--- config.mk ---
export PLATFORM = sky130hd
export DESIGN_NAME = hazard_scoreboard
export DESIGN_NICKNAME = d
export VERILOG_FILES = /design/src/rtl/pipe_hazard_pkg.sv /design/src/rtl/sb_reg_counter.sv /design/src/rtl/hazard_scoreboard.sv
export SDC_FILE = /design/constraint.sdc
export NUM_CORES = 1
export LEC_CHECK = 0
export BUFFER_PORTS_ARGS = -buffer_cell sky130_fd_sc_hd__buf_2
export CAP_MARGIN = 40
export CORE_MARGIN = 2
export CORE_UTILIZATION = 55
export CTS_CLUSTER_SIZE = 24
export DETAILED_ROUTE_END_ITERATION = 7
export PLACE_DENSITY_LB_ADDON = 0.15
export SLEW_MARGIN = 20
export SYNTH_ARGS = -nofsm -noshare
export SYNTH_HDL_FRONTEND = slang
export SYNTH_HIERARCHICAL = 1
export SYNTH_SLANG_ARGS = --single-unit
export TNS_END_PERCENT = 50
--- constraint.sdc ---
create_clock -name clk_i -period 4.07 [get_ports clk_i]
set_input_delay 0.2035 -clock clk_i [delete_from_list [all_inputs] [get_ports clk_i]]
set_output_delay 0.2035 -clock clk_i [all_outputs]
set_load 0.02 [all_outputs]
--- src/rtl/pipe_hazard_pkg.sv ---
// Shared constants for the issue-side hazard scoreboard.
//   NUM_REGS : architectural register count (x0 is never tracked)
//   REG_AW   : register index width
//   CNT_W    : per-register countdown width
//   MAX_LAT  : largest latency a producer may request; larger values clamp
//   LAT_*    : stall cycles a back-to-back consumer needs per producer class
//   clamp_lat: limits a requested latency to MAX_LAT
package pipe_hazard_pkg;

  localparam int NUM_REGS = 32;
  localparam int REG_AW   = 5;
  localparam int CNT_W    = 3;
  localparam int MAX_LAT  = 7;

  localparam logic [CNT_W-1:0] LAT_ALU  = 3'd0;
  localparam logic [CNT_W-1:0] LAT_LOAD = 3'd1;
  localparam logic [CNT_W-1:0] LAT_MUL  = 3'd3;
  localparam logic [CNT_W-1:0] LAT_DIV  = 3'd7;

  function automatic logic [CNT_W-1:0] clamp_lat(input logic [CNT_W-1:0] lat);
    if (lat > CNT_W'(MAX_LAT)) return CNT_W'(MAX_LAT);
    return lat;
  endfunction

endpackage

--- src/rtl/sb_reg_counter.sv ---
// One per-register countdown of cycles until the pending result is forwardable.
//   clk_i      : clock
//   rst_i      : synchronous active-high reset, clears the count
//   load_i     : a new producer of this register issues this cycle
//   load_val_i : latency of that producer (already clamped)
//   cnt_o      : current remaining cycles
//   busy_o     : cnt_o != 0
// A load takes priority over the decrement; otherwise the count falls by one
// per cycle and rests at zero.
module sb_reg_counter
  import pipe_hazard_pkg::*;
(
  input  logic             clk_i,
  input  logic             rst_i,
  input  logic             load_i,
  input  logic [CNT_W-1:0] load_val_i,
  output logic [CNT_W-1:0] cnt_o,
  output logic             busy_o
);

  logic [CNT_W-1:0] cnt_q;

  always_ff @(posedge clk_i) begin
    if (rst_i) begin
      cnt_q <= '0;
    end else if (load_i) begin
      cnt_q <= load_val_i;
    end else if (cnt_q != '0) begin
      cnt_q <= cnt_q - 1'b1;
    end
  end

  assign cnt_o  = cnt_q;
  assign busy_o = (cnt_q != '0);

endmodule

--- src/rtl/hazard_scoreboard.sv ---
// Issue-side hazard unit: holds an instruction in ID while one of its sources
// (RAW) or its destination (WAW) belongs to an in-flight result that the
// bypass network cannot yet deliver.
//   clk_i, rst_i        : clock, synchronous active-high reset
//   id_valid_i          : valid instruction in ID
//   id_rs1_i/id_rs2_i   : source registers, id_use_rs1_i/id_use_rs2_i qualify them
//   id_rd_i             : destination, id_reg_write_i qualifies it
//   id_lat_i            : stall cycles a back-to-back consumer of rd needs
//   flush_i             : kill the ID instruction this cycle
//   stall_o             : hold PC and IF/ID, bubble into ID/EXE
//   issue_o             : the ID instruction advances to EXE this cycle
//   busy_o              : bit r set while register r has a pending countdown
//   stall_cnt_o         : stalled-cycle count (only with SCOREBOARD_STATS_EN)
// Build option: define SCOREBOARD_STATS_EN to get a saturating stall counter;
// otherwise stall_cnt_o is constant zero.
// Handshake: id_valid_i is the producer's valid; ~stall_o acts as ready.
// An instruction transfers (issue_o) exactly when valid and not stalled and not
// flushed; while stalled, the ID inputs must be held and are re-evaluated each
// cycle. Outputs are combinational from current counters and ID inputs.
module hazard_scoreboard
  import pipe_hazard_pkg::*;
(
  input  logic                clk_i,
  input  logic                rst_i,
  input  logic                id_valid_i,
  input  logic [REG_AW-1:0]   id_rs1_i,
  input  logic [REG_AW-1:0]   id_rs2_i,
  input  logic                id_use_rs1_i,
  input  logic                id_use_rs2_i,
  input  logic [REG_AW-1:0]   id_rd_i,
  input  logic                id_reg_write_i,
  input  logic [CNT_W-1:0]    id_lat_i,
  input  logic                flush_i,
  output logic                stall_o,
  output logic                issue_o,
  output logic [NUM_REGS-1:0] busy_o,
  output logic [31:0]         stall_cnt_o
);

  logic [CNT_W-1:0]    cnt [NUM_REGS];
  logic [NUM_REGS-1:1] load;
  logic [CNT_W-1:0]    lat_c;
  logic                raw;
  logic                waw;

  assign lat_c     = clamp_lat(id_lat_i);
  assign cnt[0]    = '0;
  assign busy_o[0] = 1'b0;

  // A zero-latency producer loads nothing: the WAW check already guarantees
  // its destination count is zero, so it simply stays there.
  for (genvar r = 1; r < NUM_REGS; r++) begin : g_reg
    assign load[r] = issue_o && id_reg_write_i && (id_rd_i == REG_AW'(r)) &&
                     (lat_c != '0);
    sb_reg_counter u_cnt (
      .clk_i      (clk_i),
      .rst_i      (rst_i),
      .load_i     (load[r]),
      .load_val_i (lat_c),
      .cnt_o      (cnt[r]),
      .busy_o     (busy_o[r])
    );
  end

  // Checks use pre-issue counts, so rs == rd never makes an instruction wait
  // on itself.
  always_comb begin
    raw = id_valid_i &&
          ((id_use_rs1_i && (id_rs1_i != '0) && (cnt[id_rs1_i] != '0)) ||
           (id_use_rs2_i && (id_rs2_i != '0) && (cnt[id_rs2_i] != '0)));
    // An older result landing after ours would overwrite it; wait until the
    // older one is due no later than the new one.
    waw = id_valid_i && id_reg_write_i && (id_rd_i != '0) &&
          (cnt[id_rd_i] > lat_c);
  end

  assign stall_o = (raw || waw) && !flush_i && !rst_i;
  assign issue_o = id_valid_i && !stall_o && !flush_i && !rst_i;

`ifdef SCOREBOARD_STATS_EN
  logic [31:0] stall_cnt_q;

  always_ff @(posedge clk_i) begin
    if (rst_i) begin
      stall_cnt_q <= '0;
    end else if (stall_o && (stall_cnt_q != 32'hFFFF_FFFF)) begin
      stall_cnt_q <= stall_cnt_q + 32'd1;
    end
  end

  assign stall_cnt_o = stall_cnt_q;
`else
  assign stall_cnt_o = 32'd0;
`endif

endmodule

==> impl_metrics.yaml, run 1 <==
synthesis:
  synth-edff-count: 0
  yosys-top-cells-area: "sky130_fd_sc_hd__dfxtp_1 (21%), sky130_fd_sc_hd__nor2b_1 (11%), sky130_fd_sc_hd__ha_1 (9.2%), sky130_fd_sc_hd__mux4_2 (7.1%), sky130_fd_sc_hd__a2111oi_1 (7.0%)"
  syn_area_sq_um: 8865
  netlist.area_leader.share_pct: 21.00
  synth_cells: 970
  synthesis.area_per_instance_sq_um: 9.139
  synth.yosys.seq_area_share_pct: 21.00
  synthDominantAreaCellType: "sky130_fd_sc_hd__dfxtp_1"
  synthArstFlopShare_pct: 0
  synth.lib_cells_used.distinct: 63
  yosys_most_used_dff: "sky130_fd_sc_hd__dfxtp_1"
  synth.ff_latch_count: 93
  ys.warnings.count: 6
floorplanning:
  io_pins: 91
  floorplan.die_area_sq_um: 17150
  floorplan.initialDensity_pct: 56.01
  rows: 46
  die_y_um: 131.0
  placeableCoreArea_sq_um: 15830
  fp.dieW_um: 131.0
worst_setup_path:
  critical_path.endpoint_type: "flop"
  cp-start-kind: "flop"
  critical_path_peak_fanout: 8
  worst_ep_required_time_ps: 4310
  crit_type: "reg2reg"
  crit_arrival_ps: 4210
clock_tree:
  ctsHoldBuffers: 0
  max-clock-path-buffers: 2
  cts_root_buf: "sky130_fd_sc_hd__clkbuf_16"
  numClockSinks: 93
  cts-buffers-inserted: 9
  tritoncts: "yes"
  ctsHtreeMaxLevel: 3
  path_clk_slew_ps: 70
  clkLatencyLatePin_ps: 360
global_routing:
  number_of_antenna_violations_at_the_first_check_in_global_routing: 0
  groute.usage.overall_pct: 29.97
  first_global_vias: 7533
  globalRouteOverflowTotal: 0
  grt_pass1_wl_mm: 39.74
  largest_net_degree_at_the_start_of_global_routing: 57
placement:
  hpwlAfterDp_mm: 18.83
  buffer_ports.inserted: 57
  numPlacedInstances: 1319
  final_weighted_congestion_in_routability_driven_placement: 0.9326
  pre_cts_ws_ps: -148.0
layout:
  finalNonFillerCells: 1342
  layout_common_cells: "sky130_fd_sc_hd__nor2b_1 (160), sky130_fd_sc_hd__buf_4 (110), sky130_fd_sc_hd__inv_1 (102)"
  most_common_cell_after_layout_fill_and_taps_aside: "sky130_fd_sc_hd__nor2b_1"
  fraction_of_layout_instances_using_a_drive_strength_above_1_pct: 26.02
  diodes: 0
  synthToLayoutAreaGrowth_pct: 19.32
  postLayoutCoreUtil_pct: 66.83
  final_net_count: 1211
  largest_reg_flops: 93
route:
  route.detailed.vias_per_inst: 6.244
  drt_wl_total_mm: 25.99
  remaining_drc_errors: 0
  met3_wirelength_mm: 1.582
  m1WireLength_mm: 11.18
  drtAntennaViolNets: 0
  wl_per_cell_um: 19.36
  first_iter_violations: 645
  drt_first_pass_iters: 5
  top_layer_used: "met4"
  met2_length_mm: 12.21
  route.vias.total: 8379
sta:
  final_hold_viol_count: 0
  timing.clock.skew_ps: 6.972
  max_clock_freq_mhz: 251.8
  post-route-worst-setup-slack_ps: 98.48
  maxSlewHeadroom_pct: 32.11
  min_period_ps: 3972
  rsz0062_at_grt: "yes"
  worst_pin_slew_ps: 1015
  min_period_over_period_pct: 97.58
  final-setup-viol-count: 0
  report.final.slew_viol_count: 0
  setup_tns_ps: 0
power_and_ir_drop:
  combPwrFrac_pct: 63.2
  total_switching_power_uw: 3309
  seq_power_share_pct: 23.5
  worst_ir_drop_vdd_uv: 485.1
  netSwitchingFraction_pct: 43.55
  p_per_area_nw_per_um2: 718.4
  total_leakage_power_uw: 0.004055
  pwr-share-clk_pct: 13.3
  p_int_uw: 4289
outcome:
  status: "completed"
min_path:
  min_path_type: "in2reg"
run:
  max_cap_violations: 0
[critical path: stages (launching register included)]
cell                        delay, ps
sky130_fd_sc_hd__dfxtp_1          360
sky130_fd_sc_hd__mux4_2           490
sky130_fd_sc_hd__a221oi_2         280
sky130_fd_sc_hd__a21oi_1           80
sky130_fd_sc_hd__a211oi_1         260
sky130_fd_sc_hd__a21oi_1           80
sky130_fd_sc_hd__ha_1             310
sky130_fd_sc_hd__nor2b_1          140
sky130_fd_sc_hd__o21ai_0          140
sky130_fd_sc_hd__inv_1             70
sky130_fd_sc_hd__o21a_2           240
sky130_fd_sc_hd__or4b_4           570
sky130_fd_sc_hd__nor4_4           200
sky130_fd_sc_hd__buf_4            200
sky130_fd_sc_hd__nor2b_1           50
sky130_fd_sc_hd__a2111oi_1        380
[repair_timing]
item | 4_1_cts | 5_1_grt
setup endpoints to repair | 0 | 53
setup buffers | 0 | 7
gates resized for setup | 0 | 32
[synth_stat cells, types with 8 or more instances]
library cell                count
sky130_fd_sc_hd__nor2_1        19
sky130_fd_sc_hd__or2b_1        32
sky130_fd_sc_hd__buf_4         36
sky130_fd_sc_hd__a21oi_1       11
sky130_fd_sc_hd__inv_1        102
sky130_fd_sc_hd__mux4_2        28
sky130_fd_sc_hd__nand2b_1      38
sky130_fd_sc_hd__o21ai_0        9
sky130_fd_sc_hd__a311oi_2      31
sky130_fd_sc_hd__nor4b_1       64
sky130_fd_sc_hd__dfxtp_1       93
sky130_fd_sc_hd__buf_2          9
sky130_fd_sc_hd__a2111oi_1     62
sky130_fd_sc_hd__nor4_1        44
sky130_fd_sc_hd__buf_6          8
sky130_fd_sc_hd__or3b_1        31
sky130_fd_sc_hd__nor3_1        26
sky130_fd_sc_hd__nor2b_1      160
sky130_fd_sc_hd__ha_1          65
[power groups by stage]
stage	clock (uW)	combinational, uW	sequential, uW
after floorplan	0	3190	1770
after global placement	0	4540	1800
after detailed placement	0	4620	1790
after CTS	1020	4660	1780
after global routing	1060	5280	1830
final	1010	4800	1790
[cell type report]
type | instances | area, sq um
multi-input combinational | 745 | 6544
fill | 1350 | 5250
sequential | 93 | 1862
timing repair buffer | 169 | 1166
inverter | 103 | 386.6
tap | 216 | 270.3
clock buffer | 10 | 239.0
clock inverter | 6 | 110.1
[routing by layer]
| metal | vias to the layer above | track usage (%) |
|---|---|---|
| met5 | - | 0 |
| met1 | 4059 | 39.09 |
| li1 | 3902 | - |
| met3 | 80 | 5.252 |
| met2 | 338 | 48.89 |
| met4 | 0 | 12.95 |
[path summary, 6_finish.rpt]
check,slack (ps),cells after the start,end,startpoint
setup / recovery,100,15,g_reg[23].u_cnt/cnt_o[1],g_reg[9].u_cnt/cnt_o[1]
hold / removal,330,3,g_reg[3].u_cnt/cnt_o[0],id_lat_i[0]
setup reg to reg,100,15,g_reg[23].u_cnt/cnt_o[1],g_reg[9].u_cnt/cnt_o[1]
hold reg to reg,670,2,g_reg[15].u_cnt/cnt_o[0],g_reg[15].u_cnt/cnt_o[0]
[kinds of logic (layout without fill, tap and decap cells)]
kind of cell | after synthesis | in the layout | share of synthesized area [%]
AND/OR/NAND/NOR | 451 | 451 | 34.21
adder cells (fa/ha/maj) | 65 | 65 | 9.174
AO/OA/AOI/OAI | 156 | 156 | 17.74
other | 1 | 33 | 0.04230
buffers and inverters | 164 | 288 | 9.273
flip-flops | 93 | 93 | 21.00
multiplexers | 40 | 40 | 8.553
[stage by stage]
stage               hold slack [ps]  area (sq um)  power [uW]
floorplan                     271.4          9046        4954
global placement              645.6         10000        6336
detailed placement            658.8         10000        6412
CTS                           320.2         10350        7461
global route                  350.3         10580        8167
finish                        330.0         10580        7599
(Power assumes the default switching activity.)
==> run 2: changes to the inputs <==
- CORE_UTILIZATION: 55 -> 56
- CTS_BUF_LIST: not set -> sky130_fd_sc_hd__clkbuf_4
- SKIP_LAST_GASP: not set -> 1
==> impl_metrics.yaml, run 2 (synthesis results as in run 1) <==
outcome:
  status: "completed"
layout:
  largest_reg_flops: 93
  final_net_count: 1205
  postLayoutCoreUtil_pct: 67.22
  multi_input_area_sq_um: 6539
  area.sequential_sq_um: 1864
  finalNonFillerCells: 1333
  most_common_cell_after_layout_fill_and_taps_aside: "sky130_fd_sc_hd__nor2b_1"
  synthToLayoutAreaGrowth_pct: 16.13
  fraction_of_layout_instances_using_a_drive_strength_above_1_pct: 25.27
  filler_cell_count: 1336
  layout_common_cells: "sky130_fd_sc_hd__nor2b_1 (160), sky130_fd_sc_hd__buf_4 (104), sky130_fd_sc_hd__inv_1 (102)"
route:
  drtAntennaViolNets: 0
  drt_first_pass_iters: 6
  drt_wl_total_mm: 25.07
  route.detailed.vias_per_inst: 6.233
  route.vias.total: 8309
  m1WireLength_mm: 10.62
  first_iter_violations: 705
  top_layer_used: "met4"
  met3_wirelength_mm: 1.794
  wl_per_cell_um: 18.81
  remaining_drc_errors: 0
  met2_length_mm: 11.80
sta:
  final_hold_viol_count: 0
  maxSlewHeadroom_pct: 51.41
  min_period_over_period_pct: 97.66
  worst_pin_slew_ps: 728.9
  rsz0062_at_grt: "yes"
  max_clock_freq_mhz: 251.6
  min_period_ps: 3975
  timing.clock.skew_ps: 34.54
  report.final.slew_viol_count: 0
  final-setup-viol-count: 0
worst_setup_path:
  worst_ep_required_time_ps: 3870
  crit_type: "reg2out"
  critical_path.endpoint_type: "output pin"
  cp-start-kind: "flop"
  critical_path_peak_fanout: 6
  crit_arrival_ps: 3770
placement:
  buffer_ports.inserted: 57
  numPlacedInstances: 1314
  hpwlAfterDp_mm: 18.69
  final_weighted_congestion_in_routability_driven_placement: 0.9793
global_routing:
  groute.usage.overall_pct: 29.79
  largest_net_degree_at_the_start_of_global_routing: 49
  first_global_vias: 7512
  number_of_antenna_violations_at_the_first_check_in_global_routing: 1
  globalRouteOverflowTotal: 0
  grt_pass1_wl_mm: 39.10
clock_tree:
  cts-buffers-inserted: 9
  max-clock-path-buffers: 2
  cts_root_buf: "sky130_fd_sc_hd__clkbuf_4"
  tritoncts: "yes"
  ctsHoldBuffers: 0
  numClockSinks: 93
  ctsHtreeMaxLevel: 3
  clkLatencyLatePin_ps: 500
  path_clk_slew_ps: 160
power_and_ir_drop:
  worst_ir_drop_vdd_uv: 501.8
  total_leakage_power_uw: 0.003920
  p_per_area_nw_per_um2: 680.6
run:
  max_cap_violations: 0
floorplanning:
  floorplan.die_area_sq_um: 16850
  rows: 45
  io_pins: 91
  placeableCoreArea_sq_um: 15310
  floorplan.initialDensity_pct: 57.88
  die_y_um: 129.8
  fp.dieW_um: 129.8
min_path:
  min_path_type: "in2reg"
## run 2: cell count changes in the layout (fill, tap and decap cells not counted), sizes merged
cell	before	now
clkinvlp	2	1
bufinv	3	0
buf	169	163
diode	0	2
clkbuf	10	12
clkinv	1	3
## run 2: worst max-delay path, cell delays in order (launching register included)
cell                       delay [ps]
sky130_fd_sc_hd__dfxtp_2          370
sky130_fd_sc_hd__mux4_2           470
sky130_fd_sc_hd__a221oi_2         280
sky130_fd_sc_hd__a21oi_1           70
sky130_fd_sc_hd__a211oi_2         210
sky130_fd_sc_hd__a21oi_1           80
sky130_fd_sc_hd__ha_1             310
sky130_fd_sc_hd__nor2b_1          140
sky130_fd_sc_hd__o21ai_0          130
sky130_fd_sc_hd__inv_1             70
sky130_fd_sc_hd__o21a_1           240
sky130_fd_sc_hd__buf_4            160
sky130_fd_sc_hd__nor4b_1          460
sky130_fd_sc_hd__buf_2            270
## run 2: layout make-up
class,count,area share (%)
multi-input combinational,745,63.51
sequential,93,18.11
timing repair buffer,163,10.89
inverter,103,3.755
tap,211,2.564
clock buffer,12,0.8751
clock inverter,4,0.2431
antenna,2,0.04861
## run 2: per-layer routing
layer	up-vias	global-route usage, %
met1	3986	39.54
met3	63	4.633
li1	3904	-
met5	-	0
met4	0	10.82
met2	356	49.28
## run 2: path summary, 6_finish.rpt
path	from	endpoint	slack (ps)	cells after the start
worst max-delay path	g_reg[9].u_cnt/cnt_o[1]	issue_o	100	13
worst min-delay path	rst_i	g_reg[25].u_cnt/cnt_o[2]	330	2
worst min register to register	g_reg[4].u_cnt/cnt_o[0]	g_reg[4].u_cnt/cnt_o[0]	670	2
worst max register to register	g_reg[9].u_cnt/cnt_o[1]	g_reg[20].u_cnt/cnt_o[0]	100	15
## run 2: per-stage QoR
stage	power (uW)	worst slack (ps)	setup TNS [ps]	instance area, sq um	hold WS [ps]
5_1_grt	7561	-54.52	-268.6	10290	346.9
4_1_cts	6904	-46.66	-173.1	10120	305.3
3_5_place_dp	6398	-287.5	-3905	9995	648.4
2_1_floorplan	4954	-6.712	-40.23	9046	271.4
6_report	7007	95.19	0	10290	326.5
3_3_place_gp	6289	-214.4	-2848	9995	627.4
## run 2: what timing repair did
item	in CTS	in global routing
setup buffers	0	1
endpoints found under the hold margin	0	0
pin swaps	1	4
setup endpoints to repair	11	59
gates resized for setup	2	29
## run 2: power breakdown
part           internal [uW]  total (uW)  leakage, uW  switching (uW)
registers               1340        1780     0.000773             435
clock network            145         481    0.0000650             337
logic                   2300        4750      0.00308            2450
total                   3790        7010      0.00392            3220
==> run 3: changes to the inputs <==
- CTS_BUF_LIST: sky130_fd_sc_hd__clkbuf_4 -> sky130_fd_sc_hd__clkbuf_8
==> impl_metrics.yaml, run 3 (synthesis results as in run 1) <==
clock_tree:
  path_clk_slew_ps: 100
  ctsHtreeMaxLevel: 3
  max-clock-path-buffers: 2
  cts_root_buf: "sky130_fd_sc_hd__clkbuf_8"
  clkLatencyLatePin_ps: 400
  numClockSinks: 93
  tritoncts: "yes"
  cts-buffers-inserted: 9
  ctsHoldBuffers: 0
worst_setup_path:
  cp-start-kind: "flop"
  setup.reg_to_reg.worst_slack_ps: 90
  crit_type: "reg2reg"
  timing.critical_path.cells: "mux4_2 -> a221oi_2 -> a21oi_1 -> a211oi_2 -> a21oi_1 -> ha_1 -> nor2b_1 -> o21ai_0 -> inv_1 -> o21a_1 -> or4b_4 -> nor4_4 -> buf_4 -> nor2b_1 -> a2111oi_1"
  cpMaxStageDelayCell: "sky130_fd_sc_hd__or4b_4"
  timing.critical_path.buf_inv: 2
  worstRegToRegCells: 15
  critical-path-max-stage-delay_ps: 610
  timing.critical_path.max_delay_family: "compound AO/OA/AOI/OAI gates"
  critical_path_peak_fanout: 7
  crit_arrival_ps: 4260
  worst_ep_required_time_ps: 4350
  rr_endpoint: "g_reg[25].u_cnt/cnt_o[0]"
  critical_path.endpoint_type: "flop"
  r2r_start: "g_reg[9].u_cnt/cnt_o[1]"
min_path:
  worst_hold_path.num_cells: 2
  whs_endpoint: "g_reg[25].u_cnt/cnt_o[2]"
  min_path_type: "in2reg"
  start_point_of_the_worst_min_delay_path: "rst_i"
sta:
  min_period_ps: 3981
  timing.clock.skew_ps: 23.42
  worst_hold_margin_ps: 450.3
  post-route-worst-setup-slack_ps: 88.77
  final_hold_viol_count: 0
  worst_pin_slew_ps: 758.8
  max_clock_freq_mhz: 251.2
  report.final.slew_viol_count: 0
  rsz0062_at_grt: "yes"
  setup_tns_ps: 0
  final-setup-viol-count: 0
  min_period_over_period_pct: 97.82
  maxSlewHeadroom_pct: 49.41
layout:
  most_common_cell_after_layout_fill_and_taps_aside: "sky130_fd_sc_hd__nor2b_1"
  filler_cell_count: 1328
  layout_common_cells: "sky130_fd_sc_hd__nor2b_1 (160), sky130_fd_sc_hd__inv_1 (105), sky130_fd_sc_hd__buf_4 (105)"
  postLayoutCoreUtil_pct: 67.61
  final_net_count: 1206
  largest_reg_flops: 93
  synthToLayoutAreaGrowth_pct: 16.81
  fraction_of_layout_instances_using_a_drive_strength_above_1_pct: 25.16
  diodes: 0
global_routing:
  largest_net_degree_at_the_start_of_global_routing: 49
  globalRouteOverflowTotal: 0
  number_of_antenna_violations_at_the_first_check_in_global_routing: 0
  groute.usage.overall_pct: 29.95
  grt_pass1_wl_mm: 39.34
  first_global_vias: 7569
placement:
  final_weighted_congestion_in_routability_driven_placement: 0.9793
  hpwlAfterDp_mm: 18.69
  buffer_ports.inserted: 57
  pre_cts_ws_ps: -287.5
route:
  route.vias.total: 8333
  drt_first_pass_iters: 5
  wl_per_cell_um: 18.96
  drtAntennaViolNets: 0
  first_iter_violations: 717
  route.detailed.vias_per_inst: 6.256
  remaining_drc_errors: 0
  drt_wl_total_mm: 25.25
run:
  max_cap_violations: 0
floorplanning:
  io_pins: 91
  floorplan.die_area_sq_um: 16850
  die_y_um: 129.8
  floorplan.initialDensity_pct: 57.88
  placeableCoreArea_sq_um: 15310
  fp.dieW_um: 129.8
  rows: 45
outcome:
  status: "completed"
power_and_ir_drop:
  total_leakage_power_uw: 0.003958
  p_per_area_nw_per_um2: 688.8
  worst_ir_drop_vdd_uv: 434.0
==> run 3: cell types whose count changed in the layout (fill, tap and decap cells not counted), sizes merged <==
cell / delta
clkbuf: -2
clkinv: -1
inv: +3
diode: -2
buf: +1
==> run 3: routing by layer <==
layer | share of wire (%) | vias to the layer above | track usage [%]
met5 | 0 | - | 0
met4 | 3.6 | 0 | 10.94
met3 | 7.7 | 69 | 5.207
met2 | 47 | 379 | 49.92
met1 | 42 | 3984 | 39.08
li1 | - | 3901 | -
==> run 3: report_power, final <==
group	internal (uW)	leakage, uW	total, uW	switching [uW]
registers	1340	0.000773	1780	436
logic	2310	0.00309	4770	2460
clock network	233	0.0000961	582	350
==> run 3: worst register-to-register path: stages (launching register included) <==
cell	delay, ps
sky130_fd_sc_hd__dfxtp_1	360
sky130_fd_sc_hd__mux4_2	480
sky130_fd_sc_hd__a221oi_2	280
sky130_fd_sc_hd__a21oi_1	70
sky130_fd_sc_hd__a211oi_2	220
sky130_fd_sc_hd__a21oi_1	90
sky130_fd_sc_hd__ha_1	320
sky130_fd_sc_hd__nor2b_1	140
sky130_fd_sc_hd__o21ai_0	130
sky130_fd_sc_hd__inv_1	70
sky130_fd_sc_hd__o21a_1	240
sky130_fd_sc_hd__or4b_4	610
sky130_fd_sc_hd__nor4_4	240
sky130_fd_sc_hd__buf_4	180
sky130_fd_sc_hd__nor2b_1	50
sky130_fd_sc_hd__a2111oi_1	370
==> run 3: area by class of cell <==
cell class	instances	area, sq um	area share (%)
multi-input combinational	745	6543	63.18
sequential	93	1863	17.99
timing repair buffer	164	1129	10.90
inverter	103	386.6	3.734
tap	211	264.0	2.550
clock buffer	10	137.6	1.329
clock inverter	6	32.53	0.3142
==> run 3: timing repair <==
action | in CTS | in global routing
setup endpoints to repair | 12 | 61
setup buffers | 0 | 2
pin swaps | 1 | 4
gates resized for setup | 2 | 29
==> run 3: through the flow <==
step	instances	instance area, sq um	power (uW)
after floorplan	1002	9046	4954
after global placement	1314	9995	6289
after detailed placement	1314	9995	6398
after CTS	1330	10180	7020
after global routing	1332	10350	7691
final	1332	10350	7132
==> run 3: worst max-delay path by stage <==
stage | startpoint | endpoint | slack, ps | depth (start not counted)
after global placement | id_rd_i[0] | g_reg[6].u_cnt/cnt_o[0] | -210 | 17
after global routing | g_reg[9].u_cnt/cnt_o[1] | g_reg[27].u_cnt/cnt_o[0] | -90 | 15
after floorplan | id_rd_i[0] | g_reg[24].u_cnt/cnt_o[0] | -7 | 16
after CTS | g_reg[9].u_cnt/cnt_o[1] | g_reg[6].u_cnt/cnt_o[0] | -60 | 15
final | g_reg[9].u_cnt/cnt_o[1] | g_reg[25].u_cnt/cnt_o[0] | 90 | 15
after detailed placement | id_rd_i[0] | g_reg[6].u_cnt/cnt_o[0] | -290 | 17
